### src/rtl/ysyx_23060221_axi_uart_fifo_pkg.sv
// ysyx_23060221_axi_uart_fifo_pkg: FSM state types, AXI response codes and STATUS register layout.
package ysyx_23060221_axi_uart_fifo_pkg;
    typedef enum logic [1:0] {W_IDLE, W_DATA, W_RESP} w_state_t;
    typedef enum logic {R_IDLE, R_DATA} r_state_t;
    localparam logic [1:0] RESP_OKAY = 2'b00;
    localparam logic [1:0] RESP_SLVERR = 2'b10;
    localparam int STAT_FULL = 0;
    localparam int STAT_EMPTY = 1;
    localparam int STAT_COUNT = 8;
endpackage

### src/rtl/ysyx_23060221_axi_uart_fifo_if.sv
// ysyx_23060221_axi_uart_fifo_if: AXI4 five-channel bundle with master/slave views.
interface ysyx_23060221_axi_uart_fifo_if #(
    parameter int DATA_W = 64,
    parameter int ID_W = 4
);
    logic awvalid;
    logic awready;
    logic [31:0] awaddr;
    logic [ID_W-1:0] awid;
    logic [7:0] awlen;
    logic [2:0] awsize;
    logic [1:0] awburst;
    logic wvalid;
    logic wready;
    logic [DATA_W-1:0] wdata;
    logic [DATA_W/8-1:0] wstrb;
    logic wlast;
    logic bvalid;
    logic bready;
    logic [1:0] bresp;
    logic [ID_W-1:0] bid;
    logic arvalid;
    logic arready;
    logic [31:0] araddr;
    logic [ID_W-1:0] arid;
    logic [7:0] arlen;
    logic [2:0] arsize;
    logic [1:0] arburst;
    logic rvalid;
    logic rready;
    logic [DATA_W-1:0] rdata;
    logic [1:0] rresp;
    logic rlast;
    logic [ID_W-1:0] rid;
    modport slave (
        input awvalid, awaddr, awid, awlen, awsize, awburst,
        input wvalid, wdata, wstrb, wlast, bready,
        input arvalid, araddr, arid, arlen, arsize, arburst, rready,
        output awready, wready, bvalid, bresp, bid,
        output arready, rvalid, rdata, rresp, rlast, rid
    );
    modport master (
        output awvalid, awaddr, awid, awlen, awsize, awburst,
        output wvalid, wdata, wstrb, wlast, bready,
        output arvalid, araddr, arid, arlen, arsize, arburst, rready,
        input awready, wready, bvalid, bresp, bid,
        input arready, rvalid, rdata, rresp, rlast, rid
    );
endinterface

### src/rtl/ysyx_23060221_sync_fifo.sv
// ysyx_23060221_sync_fifo: single-clock FIFO; callers must not push when full or pop when empty.
module ysyx_23060221_sync_fifo #(
    parameter int WIDTH = 8,
    parameter int DEPTH = 16
) (
    input logic clk,
    input logic reset,
    input logic push,
    input logic [WIDTH-1:0] din,
    input logic pop,
    output logic [WIDTH-1:0] dout,
    output logic full,
    output logic empty,
    output logic [$clog2(DEPTH):0] count
);
    localparam int AW = $clog2(DEPTH);
    localparam int CW = AW + 1;
    logic [WIDTH-1:0] mem [DEPTH];
    logic [AW-1:0] wp, rp;
    assign dout = mem[rp];
    assign full = count == CW'(DEPTH);
    assign empty = count == '0;
    always_ff @(posedge clk) begin
        if (push)
            mem[wp] <= din;
    end
    always_ff @(posedge clk) begin
        if (reset) begin
            wp <= '0;
            rp <= '0;
            count <= '0;
        end else begin
            if (push)
                wp <= wp + AW'(1);
            if (pop)
                rp <= rp + AW'(1);
            count <= count + CW'(push) - CW'(pop);
        end
    end
endmodule

### src/rtl/ysyx_23060221_axi_uart_fifo.sv
// ysyx_23060221_axi_uart_fifo: AXI4 slave feeding a byte TX FIFO drained at BAUD_DIV cycles per byte.
// Define UART_SIM_PRINT_EN to echo every drained byte to the simulator console.
module ysyx_23060221_axi_uart_fifo
    import ysyx_23060221_axi_uart_fifo_pkg::*;
#(
    parameter int DATA_W = 64,
    parameter int ID_W = 4,
    parameter int TX_DEPTH = 16,
    parameter int BAUD_DIV = 4,
    parameter logic [31:0] BASE = 32'ha00003f8
) (
    input logic clk,
    input logic reset,
    ysyx_23060221_axi_uart_fifo_if.slave axi,
    output logic tx_strobe,
    output logic [7:0] tx_byte
);
    localparam int LB = $clog2(DATA_W / 8);
    localparam int CW = $clog2(TX_DEPTH) + 1;
    localparam int DW = BAUD_DIV > 1 ? $clog2(BAUD_DIV) : 1;
    localparam logic [DW-1:0] DIV_LAST = DW'(BAUD_DIV - 1);
    localparam logic [31:0] STATUS = BASE + 32'd4;
    w_state_t w_state, w_next;
    r_state_t r_state, r_next;
    logic [31:0] aw_addr, ar_addr;
    logic [ID_W-1:0] aw_id, ar_id;
    logic [7:0] ar_len, beat;
    logic [DATA_W-1:0] rdata_q;
    logic push, pop, full, empty;
    logic [CW-1:0] count;
    logic [DW-1:0] div;
    logic [15:0] status;
    logic unused;
    assign unused = ^{axi.awlen, axi.awsize, axi.awburst, axi.arsize, axi.arburst};
    function automatic logic [1:0] resp_of(input logic [31:0] a);
        return (a == BASE || a == STATUS) ? RESP_OKAY : RESP_SLVERR;
    endfunction
    function automatic logic [DATA_W-1:0] rd_val(input logic [31:0] a, input logic [15:0] s);
        return a == STATUS ? DATA_W'(s) << {a[LB-1:0], 3'b000} : '0;
    endfunction
    always_comb begin
        status = '0;
        status[STAT_FULL] = full;
        status[STAT_EMPTY] = empty;
        status[STAT_COUNT +: 8] = 8'(count);
    end
    always_comb begin
        w_next = w_state;
        axi.awready = w_state == W_IDLE;
        axi.wready = w_state == W_DATA && !full;
        axi.bvalid = w_state == W_RESP;
        axi.bid = aw_id;
        axi.bresp = resp_of(aw_addr);
        push = axi.wvalid && axi.wready && aw_addr == BASE && axi.wstrb[aw_addr[LB-1:0]];
        if (w_state == W_IDLE && axi.awvalid)
            w_next = W_DATA;
        if (w_state == W_DATA && axi.wvalid && axi.wready && axi.wlast)
            w_next = W_RESP;
        if (w_state == W_RESP && axi.bready)
            w_next = W_IDLE;
    end
    always_ff @(posedge clk) begin
        if (reset) begin
            w_state <= W_IDLE;
            aw_addr <= '0;
            aw_id <= '0;
        end else begin
            w_state <= w_next;
            if (axi.awvalid && axi.awready) begin
                aw_addr <= axi.awaddr;
                aw_id <= axi.awid;
            end
        end
    end
    always_comb begin
        r_next = r_state;
        axi.arready = r_state == R_IDLE;
        axi.rvalid = r_state == R_DATA;
        axi.rlast = axi.rvalid && beat == ar_len;
        axi.rdata = rdata_q;
        axi.rresp = resp_of(ar_addr);
        axi.rid = ar_id;
        if (r_state == R_IDLE && axi.arvalid)
            r_next = R_DATA;
        if (axi.rvalid && axi.rready && axi.rlast)
            r_next = R_IDLE;
    end
    // rdata is captured per beat so it holds steady under rready backpressure while the FIFO drains
    always_ff @(posedge clk) begin
        if (reset) begin
            r_state <= R_IDLE;
            ar_addr <= '0;
            ar_id <= '0;
            ar_len <= '0;
            beat <= '0;
            rdata_q <= '0;
        end else begin
            r_state <= r_next;
            if (axi.arvalid && axi.arready) begin
                ar_addr <= axi.araddr;
                ar_id <= axi.arid;
                ar_len <= axi.arlen;
                beat <= '0;
                rdata_q <= rd_val(axi.araddr, status);
            end else if (axi.rvalid && axi.rready && !axi.rlast) begin
                beat <= beat + 8'd1;
                rdata_q <= rd_val(ar_addr, status);
            end
        end
    end
    assign pop = !empty && div == DIV_LAST;
    assign tx_strobe = pop;
    always_ff @(posedge clk) begin
        if (reset || empty)
            div <= '0;
        else
            div <= pop ? '0 : div + DW'(1);
    end
    ysyx_23060221_sync_fifo #(.WIDTH(8), .DEPTH(TX_DEPTH)) u_fifo (
        .clk(clk),
        .reset(reset),
        .push(push),
        .din(axi.wdata[{aw_addr[LB-1:0], 3'b000} +: 8]),
        .pop(pop),
        .dout(tx_byte),
        .full(full),
        .empty(empty),
        .count(count)
    );
`ifdef UART_SIM_PRINT_EN
    always_ff @(posedge clk) begin
        if (tx_strobe)
            $write("%c", tx_byte);
    end
`else
`endif
endmodule

### src/flat_wrapper.sv
// flat-port wrapper written by rule: the top's interface ports become plain ports
module ysyx_23060221_axi_uart_fifo_flat import ysyx_23060221_axi_uart_fifo_pkg::*;
#(
    parameter int DATA_W = 64,
    parameter int ID_W = 4,
    parameter int TX_DEPTH = 16,
    parameter int BAUD_DIV = 4,
    parameter logic [31:0] BASE = 32'ha00003f8
)
  (clk, reset, tx_strobe, tx_byte, axi_awvalid, axi_awaddr, axi_awid, axi_awlen, axi_awsize, axi_awburst, axi_wvalid, axi_wdata, axi_wstrb, axi_wlast, axi_bready, axi_arvalid, axi_araddr, axi_arid, axi_arlen, axi_arsize, axi_arburst, axi_rready, axi_awready, axi_wready, axi_bvalid, axi_bresp, axi_bid, axi_arready, axi_rvalid, axi_rdata, axi_rresp, axi_rlast, axi_rid);
  ysyx_23060221_axi_uart_fifo_if #(.DATA_W(DATA_W), .ID_W(ID_W)) axi_i ();
  input logic clk;
  input logic reset;
  output logic tx_strobe;
  output logic [7:0] tx_byte;
  input wire logic [$bits(axi_i.awvalid)-1:0] axi_awvalid;
  input wire logic [$bits(axi_i.awaddr)-1:0] axi_awaddr;
  input wire logic [$bits(axi_i.awid)-1:0] axi_awid;
  input wire logic [$bits(axi_i.awlen)-1:0] axi_awlen;
  input wire logic [$bits(axi_i.awsize)-1:0] axi_awsize;
  input wire logic [$bits(axi_i.awburst)-1:0] axi_awburst;
  input wire logic [$bits(axi_i.wvalid)-1:0] axi_wvalid;
  input wire logic [$bits(axi_i.wdata)-1:0] axi_wdata;
  input wire logic [$bits(axi_i.wstrb)-1:0] axi_wstrb;
  input wire logic [$bits(axi_i.wlast)-1:0] axi_wlast;
  input wire logic [$bits(axi_i.bready)-1:0] axi_bready;
  input wire logic [$bits(axi_i.arvalid)-1:0] axi_arvalid;
  input wire logic [$bits(axi_i.araddr)-1:0] axi_araddr;
  input wire logic [$bits(axi_i.arid)-1:0] axi_arid;
  input wire logic [$bits(axi_i.arlen)-1:0] axi_arlen;
  input wire logic [$bits(axi_i.arsize)-1:0] axi_arsize;
  input wire logic [$bits(axi_i.arburst)-1:0] axi_arburst;
  input wire logic [$bits(axi_i.rready)-1:0] axi_rready;
  output wire logic [$bits(axi_i.awready)-1:0] axi_awready;
  output wire logic [$bits(axi_i.wready)-1:0] axi_wready;
  output wire logic [$bits(axi_i.bvalid)-1:0] axi_bvalid;
  output wire logic [$bits(axi_i.bresp)-1:0] axi_bresp;
  output wire logic [$bits(axi_i.bid)-1:0] axi_bid;
  output wire logic [$bits(axi_i.arready)-1:0] axi_arready;
  output wire logic [$bits(axi_i.rvalid)-1:0] axi_rvalid;
  output wire logic [$bits(axi_i.rdata)-1:0] axi_rdata;
  output wire logic [$bits(axi_i.rresp)-1:0] axi_rresp;
  output wire logic [$bits(axi_i.rlast)-1:0] axi_rlast;
  output wire logic [$bits(axi_i.rid)-1:0] axi_rid;
  assign axi_i.awvalid = axi_awvalid;
  assign axi_i.awaddr = axi_awaddr;
  assign axi_i.awid = axi_awid;
  assign axi_i.awlen = axi_awlen;
  assign axi_i.awsize = axi_awsize;
  assign axi_i.awburst = axi_awburst;
  assign axi_i.wvalid = axi_wvalid;
  assign axi_i.wdata = axi_wdata;
  assign axi_i.wstrb = axi_wstrb;
  assign axi_i.wlast = axi_wlast;
  assign axi_i.bready = axi_bready;
  assign axi_i.arvalid = axi_arvalid;
  assign axi_i.araddr = axi_araddr;
  assign axi_i.arid = axi_arid;
  assign axi_i.arlen = axi_arlen;
  assign axi_i.arsize = axi_arsize;
  assign axi_i.arburst = axi_arburst;
  assign axi_i.rready = axi_rready;
  assign axi_awready = axi_i.awready;
  assign axi_wready = axi_i.wready;
  assign axi_bvalid = axi_i.bvalid;
  assign axi_bresp = axi_i.bresp;
  assign axi_bid = axi_i.bid;
  assign axi_arready = axi_i.arready;
  assign axi_rvalid = axi_i.rvalid;
  assign axi_rdata = axi_i.rdata;
  assign axi_rresp = axi_i.rresp;
  assign axi_rlast = axi_i.rlast;
  assign axi_rid = axi_i.rid;
  ysyx_23060221_axi_uart_fifo #(.DATA_W(DATA_W), .ID_W(ID_W), .TX_DEPTH(TX_DEPTH), .BAUD_DIV(BAUD_DIV), .BASE(BASE)) u_core (.clk(clk), .reset(reset), .axi(axi_i), .tx_strobe(tx_strobe), .tx_byte(tx_byte));
endmodule
### config.mk
export PLATFORM = sky130hd
export DESIGN_NAME = ysyx_23060221_axi_uart_fifo_flat
export DESIGN_NICKNAME = d
export VERILOG_FILES = /design/src/rtl/ysyx_23060221_axi_uart_fifo_pkg.sv /design/src/rtl/ysyx_23060221_axi_uart_fifo_if.sv /design/src/rtl/ysyx_23060221_sync_fifo.sv /design/src/rtl/ysyx_23060221_axi_uart_fifo.sv /design/src/flat_wrapper.sv
export SDC_FILE = /design/constraint.sdc
export NUM_CORES = 1
export LEC_CHECK = 0
export CAP_MARGIN = 10
export CORE_MARGIN = 1.5
export CORE_UTILIZATION = 40
export CTS_CLUSTER_SIZE = 20
export DETAILED_ROUTE_END_ITERATION = 7
export GPL_TIMING_DRIVEN = 0
export PLACE_DENSITY = 0.78
export SETUP_SLACK_MARGIN = 0.1
export SLEW_MARGIN = 20
export SYNTH_ARGS = -nofsm -noshare
export SYNTH_HDL_FRONTEND = slang
export SYNTH_SLANG_ARGS = --single-unit
### constraint.sdc
create_clock -name clk -period 4 [get_ports clk]
set_clock_uncertainty 0.15 [all_clocks]
set_input_delay 0.4 -clock clk [delete_from_list [all_inputs] [get_ports clk]]
set_output_delay 0.4 -clock clk [all_outputs]
set_load 0.01 [all_outputs]
==> results.md, run 1 <==
- Outcome: finished, final reports clean
- Slowest stage cell on the critical path: mux4_2
- Starting Density: 0.408
- Global-route wire length before repair: about 40000 um
- Setup_tns: 0 ns
- Met3 wire len: 1300 um
- Most used cell, CP: mux4_2
- Top Layer Used: met4
- Cell accounting for the most synthesized area: edfxtp_1
- Reg2Reg Depth: 17
- Final GP Congestion: between 0.8 and 0.9
- Critical path type: register to output pin
- Worst R2R Setup Slack: around 0.49 ns
- Synthesis-to-layout area growth: 32.8%
- Lkg Pwr: approximately 5.3 nW
- Remaining Overflow, GRT: 0
- Endpoints failing setup: 0
- I/O pin cnt: between 200 and 300
- Max VDD drop: between 0.2 and 0.3 mV
- Clk slew on worst S/H paths: approximately 0.060 ns
- EDFF count, synth: roughly 130
- Setup crit end: tx_byte[7]
- ANT nets after route: 0
- Detailed placer's ending HPWL: 19800 um
- M1 wire length: approximately 11000 um
- CP max FO: 10
- P per Cell Area: about 430 nW/um^2
- Relative slew slack: 0.334
- Max Cap Viol: 0
- FF+latch count, synth: approximately 280
- Core Rows: 61
- Avg Synthesized Cell Area: between 10 and 15 um^2
- Final Hold Viols: 0
- Clock buffer count from CTS: 28
- Cts repair resizes: 0
- Diodes inserted: 0
- Worst Setup End Kind: output pin
- Hold buffers post-CTS: 0
- Synth cell types: 53
- Reg2reg start: u_core.u_fifo.count[3]
- Crit path DAT: ~3.2 ns
- Top FF cell, synth: dfxtp_1
- Share of cells above drive strength 1: 0.126
- Initial antenna violation count: 0
- Peak Freq: 0.270 GHz
- Slew @ Worst Pin: around 1.0 ns
- Max incr delay on CP: around 0.58 ns
- Worst EP required: roughly 3.5 ns
- CTS Buffer Depth: 3
- Post-layout util: 0.542
- DR iter-0 viols: around 420
- CTS tree: yes
- Clock sinks: approximately 280
- Die X: between 150 and 200 um
- Vias in the first global route: slightly below 8000
- Unrepaired setup endpoints after global routing: no
- Filler cells: 2349
- Core Region: ~28000 um^2
- Die height: between 150 and 200 um
- Vias/cell: 4.97
- Post-synth top area share: 0.338
- Nets: between 1000 and 1500
- Max-slew violation count: 0
- Worst skew pair latency: between 0.5 and 0.6 ns
- Pre-Repair DR Iteration Count: 5
- Residual DRC: 0
- H-tree depth: 1
- Post-DR wirelength/cell: around 17 um
- Final worst-path cycle share: 0.925
- Final wirelength: about 27000 um
- Synth top area cells: edfxtp_1 34%, dfxtp_1 26%, mux4_2 9.9%, nand2_1 5.9%, a21oi_1 4.2%
- Port Buf Inserts: roughly 220
- Fin crit period: between 3 and 4 ns
- Via count: between 7000 and 8000
- CTS Root Cell: clkbuf_16
- Mapped Cells: roughly 930
- Synthesis warning total: 0
- Crit path cell chain: clkbuf_1 > buf_2 > mux4_2 > mux4_2 > clkdlybuf4s50_1
- Largest net degree at the start of global routing: 17
- Post-CTS Setup Repair Bufs: 0
- Startpoint types: register
- Sequential share of the synthesized area: 0.597
- Hold crit path type: input port to register
- Synth Cell Area: between 10000 and 15000 um^2
- R2r endpoint: u_core.u_fifo.count[4]
- Routed length on met2: 13600 um
- Overall routing resource usage: 0.178
- Asr flop ratio synth: 0
- Die ar.: ~29000 um^2
worst max-delay path: cells and delay by family, from the launching register on:
| kind | cells | cell delay, ns |
|---|---|---|
| flops | 1 | 0.30 |
| buf+inv | 3 | 1.19 |
| mux | 2 | 1.11 |
sequential cells by signal (all words and copies together) (netlist names), 5 cells and up, named ones only:
signal,cells
u_core.u_fifo.mem,128
u_core.axi.rdata,37
u_core.ar_addr,32
u_core.aw_addr,32
u_core.ar_len,8
u_core.beat,8
u_core.u_fifo.count,5
worst min path at each step:
stage | cells after the start | endpoint | slack [ns] | startpoint
after floorplan | 1 | u_core.div[0] | 0.26 | u_core.div[0]
after global placement | 1 | u_core.div[0] | 0.27 | u_core.div[0]
after detailed placement | 1 | u_core.div[0] | 0.28 | u_core.div[0]
after CTS | 3 | u_core.aw_addr[27] | 0.24 | axi_awaddr[27]
after global routing | 3 | u_core.aw_addr[27] | 0.25 | axi_awaddr[27]
final | 3 | u_core.aw_addr[1] | 0.26 | axi_awaddr[1]
cell usage after synthesis, types with 9 or more instances:
| cell type | count |
|---|---|
| buf_4 | 29 |
| xnor2_1 | 11 |
| clkbuf_1 | 38 |
| o21a_1 | 23 |
| dfxtp_1 | 147 |
| and3_1 | 9 |
| nor2_1 | 36 |
| or3_1 | 9 |
| edfxtp_1 | 128 |
| ha_1 | 13 |
| o21ai_0 | 10 |
| a21oi_1 | 95 |
| mux2_2 | 10 |
| nand3_1 | 16 |
| mux4_2 | 50 |
| inv_1 | 17 |
| nor4_1 | 9 |
| nand2_1 | 178 |
| buf_2 | 9 |
cell families (layout without fill, tap and decap cells):
kind of cell / Yosys count / count (layout) / share of synthesized area
AND/OR/NAND/NOR: 307 / 307 / 0.127
flip-flops: 275 / 275 / 0.597
AO/OA/AOI/OAI: 145 / 145 / 0.0737
buffers and inverters: 104 / 372 / 0.0464
multiplexers: 70 / 70 / 0.128
XOR/XNOR: 16 / 16 / 0.0123
adder cells (fa/ha/maj): 14 / 14 / 0.0161
other: 1 / 29 / 0.000330
metal layers:
metal,global-route usage,vias to the layer above
li1,-,3876
met1,0.229,3882
met2,0.309,200
met3,0.0306,29
met4,0.0469,0
met5,0,-
power by group:
part | total (mW) | internal (mW) | switching (mW)
sequential | 3.11 | 3.06 | 0.0450
combinational | 0.654 | 0.337 | 0.317
clock | 2.68 | 1.64 | 1.04
total | 6.44 | 5.04 | 1.40
layout make-up:
| class | count | area, um^2 | share of cell area |
|---|---|---|---|
| Buffer | 86 | 458 | 0.0303 |
| Clock buffer | 44 | 846 | 0.0560 |
| Clock inverter | 8 | 118 | 0.00779 |
| Inverter | 18 | 70.1 | 0.00464 |
| Multi-Input combinational cell | 581 | 4190 | 0.277 |
| Sequential cell | 275 | 6790 | 0.449 |
| Tap cell | 378 | 473 | 0.0313 |
| Timing Repair Buffer | 216 | 2160 | 0.143 |
layout by cell type, fill, tap and decap left out, types with 5 or more instances in the layout:
| cell | synthesis | final |
|---|---|---|
| a211oi_1 | 5 | 5 |
| a21oi_1 | 95 | 95 |
| and3_1 | 9 | 9 |
| buf_1 | 8 | 8 |
| buf_2 | 9 | 9 |
| buf_4 | 29 | 29 |
| clkbuf_1 | 38 | 46 |
| clkbuf_16 | 0 | 30 |
| clkdlybuf4s50_1 | 0 | 216 |
| conb_1 | 1 | 29 |
| dfxtp_1 | 147 | 147 |
| edfxtp_1 | 128 | 128 |
| ha_1 | 13 | 13 |
| inv_1 | 17 | 17 |
| mux2_2 | 10 | 10 |
| mux4_1 | 7 | 7 |
| mux4_2 | 50 | 50 |
| nand2_1 | 178 | 178 |
| nand3_1 | 16 | 16 |
| nand4_1 | 8 | 8 |
| nor2_1 | 36 | 36 |
| nor4_1 | 9 | 9 |
| nor4b_1 | 8 | 8 |
| o21a_1 | 23 | 23 |
| o21ai_0 | 10 | 10 |
| or3_1 | 9 | 9 |
| xnor2_1 | 11 | 11 |
| xor2_1 | 5 | 5 |
metrics by stage:
step,total power [mW],worst slack [ns],hold WS [ns],std cells,area (um^2)
final,6.44,0.302,0.259,1606,15100
after global placement,3.80,0.192,0.265,1554,14100
after global routing,6.67,0.155,0.249,1606,15100
after floorplan,3.49,0.907,0.257,960,11500
after detailed placement,3.82,0.188,0.276,1554,14100
after CTS,6.50,0.142,0.237,1606,15100
Power figures use the tool's default switching activity.
==> run 2: changes to the inputs <==
- SLEW_MARGIN: 20 -> 25
==> results of run 2 <==
The final DEF is identical to that of run 1; final timing and power are the same.
